--- config.mk ---
export PLATFORM = sky130hd
export DESIGN_NAME = pipe_tag_sequencer_flat
export DESIGN_NICKNAME = d
export VERILOG_FILES = /design/src/rtl/pipe_tag_if.sv /design/src/rtl/pipe_tag_sequencer.sv /design/src/flat_wrapper.sv
export SDC_FILE = /design/constraint.sdc
export NUM_CORES = 1
export LEC_CHECK = 0
export CORE_MARGIN = 5
export CORE_UTILIZATION = 40
export CTS_BUF_LIST = sky130_fd_sc_hd__clkbuf_8
export DETAILED_ROUTE_END_ITERATION = 8
export PLACE_DENSITY = 0.71
export REMOVE_ABC_BUFFERS = 1
export SYNTH_ARGS = -nofsm -noshare
export SYNTH_HDL_FRONTEND = slang
export SYNTH_SLANG_ARGS = --single-unit
--- constraint.sdc ---
create_clock -name clk -period 5.7 [get_ports clk]
set_clock_uncertainty 0.2 [all_clocks]
set_input_delay 0.855 -clock clk [delete_from_list [all_inputs] [get_ports clk]]
set_output_delay 0.855 -clock clk [all_outputs]
set_load 0.05 [all_outputs]
--- src/rtl/pipe_tag_if.sv ---
// -----------------------------------------------------------------------------
// pipe_tag_if
//   Signal bundle between the CPU pipeline control (fetch enable, hazard stall,
//   branch flush) and the pipe_tag_sequencer. The sequencer sits on the slave
//   side; whoever drives the pipeline controls uses the master side.
//
//   Control (master -> slave): fetch_en, stall, flush
//   Fetch   (slave -> master): fetch_vld, fetch_tag
//   Slots   (slave -> master): {dec,ex,mem,wb}_vld, {dec,ex,mem,wb}_tag,
//                              wb_flushed, in_flight
//   Stats   (slave -> master): retire_cnt, flush_cnt, stall_cnt
// -----------------------------------------------------------------------------
interface pipe_tag_if #(
  parameter int TAG_W = 7,
  parameter int CNT_W = 16
);
  logic             fetch_en;
  logic             stall;
  logic             flush;

  logic             fetch_vld;
  logic [TAG_W-1:0] fetch_tag;

  logic             dec_vld;
  logic             ex_vld;
  logic             mem_vld;
  logic             wb_vld;
  logic [TAG_W-1:0] dec_tag;
  logic [TAG_W-1:0] ex_tag;
  logic [TAG_W-1:0] mem_tag;
  logic [TAG_W-1:0] wb_tag;
  logic             wb_flushed;
  logic [2:0]       in_flight;

  logic [CNT_W-1:0] retire_cnt;
  logic [CNT_W-1:0] flush_cnt;
  logic [CNT_W-1:0] stall_cnt;

  modport slave (
    input  fetch_en, stall, flush,
    output fetch_vld, fetch_tag,
    output dec_vld, ex_vld, mem_vld, wb_vld,
    output dec_tag, ex_tag, mem_tag, wb_tag,
    output wb_flushed, in_flight,
    output retire_cnt, flush_cnt, stall_cnt
  );

  modport master (
    output fetch_en, stall, flush,
    input  fetch_vld, fetch_tag,
    input  dec_vld, ex_vld, mem_vld, wb_vld,
    input  dec_tag, ex_tag, mem_tag, wb_tag,
    input  wb_flushed, in_flight,
    input  retire_cnt, flush_cnt, stall_cnt
  );
endinterface

--- src/rtl/pipe_tag_sequencer.sv ---
// -----------------------------------------------------------------------------
// pipe_tag_sequencer
//   Issues a rolling tag (0..DEPTH-1) to every fetched instruction and carries
//   {vld, tag, flushed} through the IF/ID, ID/EX, EX/MEM and MEM/WB slots in
//   lock-step with the CPU pipeline, applying stall and flush the same way the
//   hazard unit does. Saturating statistics counters track retirements,
//   flushed retirements and stall cycles.
//
//   Ports:
//     clk  - clock, all state updates on the rising edge
//     rst  - synchronous active-high reset
//     bus  - pipe_tag_if.slave: fetch_en/stall/flush in; fetch, per-stage slot,
//            in_flight and counter outputs out
//
//   Parameters:
//     DEPTH - number of distinct tags (8..128); tags wrap modulo DEPTH
//     TAG_W - tag width, 2**TAG_W >= DEPTH
//     CNT_W - statistics counter width
// -----------------------------------------------------------------------------
module pipe_tag_sequencer #(
  parameter int DEPTH = 72,
  parameter int TAG_W = 7,
  parameter int CNT_W = 16
) (
  input  logic       clk,
  input  logic       rst,
  pipe_tag_if.slave  bus
);

  // At most four tags are ever in flight, so DEPTH >= 8 keeps every live tag
  // unique; anything outside the legal range is rejected at elaboration.
  if (DEPTH < 8 || DEPTH > 128 || (2 ** TAG_W) < DEPTH) begin : g_param_check
    $error("pipe_tag_sequencer: DEPTH must be 8..128 and fit in TAG_W bits");
  end

  typedef struct packed {
    logic             vld;
    logic [TAG_W-1:0] tag;
    logic             flushed;
  } slot_t;

  localparam logic [TAG_W-1:0] LAST_TAG = TAG_W'(DEPTH - 1);
  localparam logic [CNT_W-1:0] CNT_MAX  = '1;

  logic [TAG_W-1:0] next_tag;
  slot_t            if_id, id_ex, ex_mem, mem_wb;
  logic [CNT_W-1:0] retire_cnt, flush_cnt, stall_cnt;

  logic fetch_vld;
  logic bubble;

  // A flush squashes the incoming instruction but still lets it advance, so
  // it overrides a simultaneous stall everywhere: tag issue, IF/ID and ID/EX.
  assign fetch_vld = bus.fetch_en & (~bus.stall | bus.flush);
  assign bubble    = bus.stall & ~bus.flush;

  // NOTE: every register below is updated with non-blocking assignments so
  // all slots shift on the same edge using their pre-edge values.
  always_ff @(posedge clk) begin
    if (rst) begin
      next_tag   <= '0;
      if_id      <= '0;
      id_ex      <= '0;
      ex_mem     <= '0;
      mem_wb     <= '0;
      retire_cnt <= '0;
      flush_cnt  <= '0;
      stall_cnt  <= '0;
    end else begin
      if (fetch_vld) begin
        next_tag <= (next_tag == LAST_TAG) ? '0 : next_tag + TAG_W'(1);
      end

      if (bus.flush) begin
        if_id <= '{vld: bus.fetch_en, tag: next_tag, flushed: 1'b1};
      end else if (!bus.stall) begin
        if_id <= '{vld: bus.fetch_en, tag: next_tag, flushed: 1'b0};
      end

      id_ex  <= bubble ? '0 : if_id;
      ex_mem <= id_ex;
      mem_wb <= ex_mem;

      // Counters stick at all-ones rather than wrapping.
      if (mem_wb.vld && !mem_wb.flushed && retire_cnt != CNT_MAX) begin
        retire_cnt <= retire_cnt + CNT_W'(1);
      end
      if (mem_wb.vld && mem_wb.flushed && flush_cnt != CNT_MAX) begin
        flush_cnt <= flush_cnt + CNT_W'(1);
      end
      if (bubble && stall_cnt != CNT_MAX) begin
        stall_cnt <= stall_cnt + CNT_W'(1);
      end
    end
  end

  assign bus.fetch_vld  = fetch_vld;
  assign bus.fetch_tag  = next_tag;

  assign bus.dec_vld    = if_id.vld;
  assign bus.dec_tag    = if_id.tag;
  assign bus.ex_vld     = id_ex.vld;
  assign bus.ex_tag     = id_ex.tag;
  assign bus.mem_vld    = ex_mem.vld;
  assign bus.mem_tag    = ex_mem.tag;
  assign bus.wb_vld     = mem_wb.vld;
  assign bus.wb_tag     = mem_wb.tag;
  assign bus.wb_flushed = mem_wb.flushed;

  assign bus.in_flight  = {2'b00, if_id.vld} + {2'b00, id_ex.vld}
                        + {2'b00, ex_mem.vld} + {2'b00, mem_wb.vld};

  assign bus.retire_cnt = retire_cnt;
  assign bus.flush_cnt  = flush_cnt;
  assign bus.stall_cnt  = stall_cnt;

endmodule

--- src/flat_wrapper.sv ---
// flat-port wrapper written by rule: the top's interface ports become plain ports
module pipe_tag_sequencer_flat 
#(
  parameter int DEPTH = 72,
  parameter int TAG_W = 7,
  parameter int CNT_W = 16
)
  (clk, rst, bus_fetch_en, bus_stall, bus_flush, bus_fetch_vld, bus_fetch_tag, bus_dec_vld, bus_ex_vld, bus_mem_vld, bus_wb_vld, bus_dec_tag, bus_ex_tag, bus_mem_tag, bus_wb_tag, bus_wb_flushed, bus_in_flight, bus_retire_cnt, bus_flush_cnt, bus_stall_cnt);
  pipe_tag_if #(.TAG_W(TAG_W), .CNT_W(CNT_W)) bus_i ();
  input  logic clk;
  input  logic rst;
  input wire logic [$bits(bus_i.fetch_en)-1:0] bus_fetch_en;
  input wire logic [$bits(bus_i.stall)-1:0] bus_stall;
  input wire logic [$bits(bus_i.flush)-1:0] bus_flush;
  output wire logic [$bits(bus_i.fetch_vld)-1:0] bus_fetch_vld;
  output wire logic [$bits(bus_i.fetch_tag)-1:0] bus_fetch_tag;
  output wire logic [$bits(bus_i.dec_vld)-1:0] bus_dec_vld;
  output wire logic [$bits(bus_i.ex_vld)-1:0] bus_ex_vld;
  output wire logic [$bits(bus_i.mem_vld)-1:0] bus_mem_vld;
  output wire logic [$bits(bus_i.wb_vld)-1:0] bus_wb_vld;
  output wire logic [$bits(bus_i.dec_tag)-1:0] bus_dec_tag;
  output wire logic [$bits(bus_i.ex_tag)-1:0] bus_ex_tag;
  output wire logic [$bits(bus_i.mem_tag)-1:0] bus_mem_tag;
  output wire logic [$bits(bus_i.wb_tag)-1:0] bus_wb_tag;
  output wire logic [$bits(bus_i.wb_flushed)-1:0] bus_wb_flushed;
  output wire logic [$bits(bus_i.in_flight)-1:0] bus_in_flight;
  output wire logic [$bits(bus_i.retire_cnt)-1:0] bus_retire_cnt;
  output wire logic [$bits(bus_i.flush_cnt)-1:0] bus_flush_cnt;
  output wire logic [$bits(bus_i.stall_cnt)-1:0] bus_stall_cnt;
  assign bus_i.fetch_en = bus_fetch_en;
  assign bus_i.stall = bus_stall;
  assign bus_i.flush = bus_flush;
  assign bus_fetch_vld = bus_i.fetch_vld;
  assign bus_fetch_tag = bus_i.fetch_tag;
  assign bus_dec_vld = bus_i.dec_vld;
  assign bus_ex_vld = bus_i.ex_vld;
  assign bus_mem_vld = bus_i.mem_vld;
  assign bus_wb_vld = bus_i.wb_vld;
  assign bus_dec_tag = bus_i.dec_tag;
  assign bus_ex_tag = bus_i.ex_tag;
  assign bus_mem_tag = bus_i.mem_tag;
  assign bus_wb_tag = bus_i.wb_tag;
  assign bus_wb_flushed = bus_i.wb_flushed;
  assign bus_in_flight = bus_i.in_flight;
  assign bus_retire_cnt = bus_i.retire_cnt;
  assign bus_flush_cnt = bus_i.flush_cnt;
  assign bus_stall_cnt = bus_i.stall_cnt;
  pipe_tag_sequencer #(.DEPTH(DEPTH), .TAG_W(TAG_W), .CNT_W(CNT_W)) u_core (.clk(clk), .rst(rst), .bus(bus_i));
endmodule
==> results_dict.tcl <==
set metrics [dict create \
    status "finished clean" \
    irDropWorstVdd_mv 0.112 \
    die_area_sq_mm 0.0122 \
    async_flop_share_pct 0 \
    synth_top_area_share_pct 45.1 \
    start_util_pct 41.1 \
    fmax_mhz 260 \
    path_clk_slew_ns 0.09 \
    die_h_um 110 \
    holdWs_ns 0.244 \
    worstSetupEndpointType "primary output" \
    crit_family "buffers and inverters" \
    final_layout_size_suffix_gt1_share_pct 7.34 \
    grt_pass1_vias 3223 \
    regArea_sq_mm 0.00182 \
    gp_congestion 0.851 \
    drv_slew 0 \
    synth_commonest_cells "dfxtp_1, a21oi_1, nand2_1, nor2b_1, buf_4" \
    yosys_warnings 0 \
    ant_nets 0 \
    cts.repair.resized 0 \
    hp-start "u_core.id_ex[0]" \
    synth_area_leaders "dfxtp_1, a21oi_1, nor2b_1" \
    io_buffer_count 96 \
    crit_chain "clkdlybuf4s50_1 -> nand2b_1 -> buf_4 -> nand2_1 -> inv_1 -> clkdlybuf4s50_1" \
    worst-path-max-fanout 30 \
    crit_type "primary input to primary output" \
    setup.worst_path.start_class "primary input" \
    period_share_pct 67.6 \
    io_pins 97 \
    post-dp-hpwl_um 6590 \
    grt_use_total_pct 15.0 \
    cts_tree "yes" \
    yosysTopAreaCell "dfxtp_1" \
    netlist-cell-type-count 46 \
    maxSlewHeadroom_pct 32.9 \
    total_power_mw 1.13 \
    rsz0062_at_grt "no" \
    cp_slowest_cell "clkdlybuf4s50_1" \
    crit_top_cell "clkdlybuf4s50_1" \
    synth_area_per_cell_sq_um 8.81 \
    via_per_inst 5.27 \
    drc 0 \
    syn_area_sq_mm 0.00404 \
    drtIter0Drc 148 \
    clk_latency_ns 0.36 \
    routed_wl_um 9360 \
    cp_data_arrival_time_ns 2.80 \
    syn2layout_area_growth_pct 27.2 \
    wl_per_cell_um 14.1 \
    grt_max_degree 48 \
    drt-pass1-iter-count 4 \
    hold_viol_final 0 \
    synthCells 458 \
    hp-class "register to register" \
    synth_edf_count 0 \
    setup_viol 0 \
    cts_max_path_buffers 2 \
    regToRegSetupSlack_ns 3.31 \
    grt-ovfl-total 0 \
    p_per_area_mw_per_mm2 221 \
    vias 3501 \
    cp_num_buf_inv 4 \
    cts_root_buf "clkbuf_8" \
    max_stage_delay_ns 0.80 \
    crit_start "bus_flush" \
    cts_hold_buf 0 \
    synth-seq-cells 91 \
    post_cts_buffers 0 \
    seq_area_frac_synth_pct 45.1 \
    cellLeakagePower_nw 1.71 \
    tightest_slew_ns 1.00 \
    worstPathRequired_ns 4.64 \
    synth_most_common_cell "dfxtp_1" \
    grt_pass1_wl_um 15600 \
    coreArea_sq_mm 0.00982 \
    grt_antenna_before_repair 0 \
    r2r-start "u_core.bus.wb_vld" \
    multi_input_area_sq_mm 0.00192 \
    postPlaceCellArea_sq_mm 0.00494 \
    num-fill-cells 946 \
    fin_crit_ns 3.85 \
    cts_buffers 9 \
    synth_ff_type "dfxtp_1" \
    setup_tns_ns 0 \
    maxCapViolations 0 \
    finish.instance_area_sq_mm 0.00514 \
    htreeDepth 3 \
    fp.dieW_um 110 \
    numClockSinks 91 \
    n_antenna_cell 0 \
    rows 36 \
    finalNetCount 538 \
]
==> stage by stage <==
stage                     utilization (%)  setup slack [ns]  instances
after floorplan                         -              2.70        414
after global placement               50.4              1.87        648
after detailed placement             50.4              1.86        648
after CTS                            52.3              1.85        664
after global routing                 52.3              1.73        664
final                                52.3              1.85        664
==> metal layers <==
layer | wire length, um | GRT usage, % | share of wire (%)
met2 | 4310 | 23.8 | 46
met1 | 4460 | 19.4 | 48
met5 | 0 | 0 | 0
met3 | 481 | 4.49 | 5.1
met4 | 114 | 5.58 | 1.2
==> power breakdown <==
group	switching [mW]	internal [mW]	total, mW	leakage [nW]
Clock	0.256	0.171	0.427	0.0958
Sequential	0.00516	0.640	0.645	0.734
Combinational	0.0449	0.0180	0.0629	0.882
==> layout by cell type (no fill, tap or decap), types with 9 or more instances in the layout <==
master           instances
nand3_1                 20
o31ai_1                 14
nor4_1                  12
mux2_2                   9
dfxtp_1                 91
o21ai_0                 12
nor3_1                  11
nand2_1                 40
or3_1                   10
and3_1                  12
clkdlybuf4s50_1         95
or4_1                   16
nand4_1                 16
inv_1                   11
a21oi_1                 40
nor2_1                  20
clkbuf_8                 9
nor2b_1                 28
==> cell type report <==
type / count / area share [%]
inverters: 11 / 0.804
well taps: 133 / 3.24
flip-flops and latches: 91 / 35.5
multi-input cells: 312 / 37.4
clock buffers: 9 / 2.41
clock inverters: 7 / 1.32
repair buffers: 101 / 19.3
==> worst register-to-register path: stages, from the launching register on <==
cell	delay [ns]
dfxtp_1	0.52
nand2b_1	0.32
or3_1	0.58
nor4_1	0.31
mux2_2	0.37
==> state kept, by name, summed over array words and instances, names as in the netlist, 7 cells and up <==
signal	count
u_core.bus.wb_tag	7
u_core.bus.flush_cnt	16
u_core.bus.retire_cnt	16
u_core.bus.mem_tag	7
u_core.bus.ex_tag	7
u_core.bus.dec_tag	7
u_core.bus.fetch_tag	7
u_core.bus.stall_cnt	16
==> cell families (layout without fill, tap and decap cells) <==
logic type               count (synthesis)  in the layout  synth area share [%]
AND/OR/NAND/NOR                        202            202                  27.8
flip-flops                              91             91                  45.1
AO/OA/AOI/OAI                           86             86                  13.1
buffers and inverters                   55            128                  7.25
multiplexers                            12             12                  3.25
adder cells (fa/ha/maj)                  7              7                  2.36
XOR/XNOR                                 5              5                  1.09
==> final timing paths <==
check | endpoint | depth (start not counted)
setup / recovery | bus_fetch_vld | 6
hold / removal | u_core.ex_mem[0] | 1
setup reg to reg | u_core.bus.retire_cnt[15] | 4
hold reg to reg | u_core.ex_mem[0] | 1
Power figures use the tool's default switching activity.
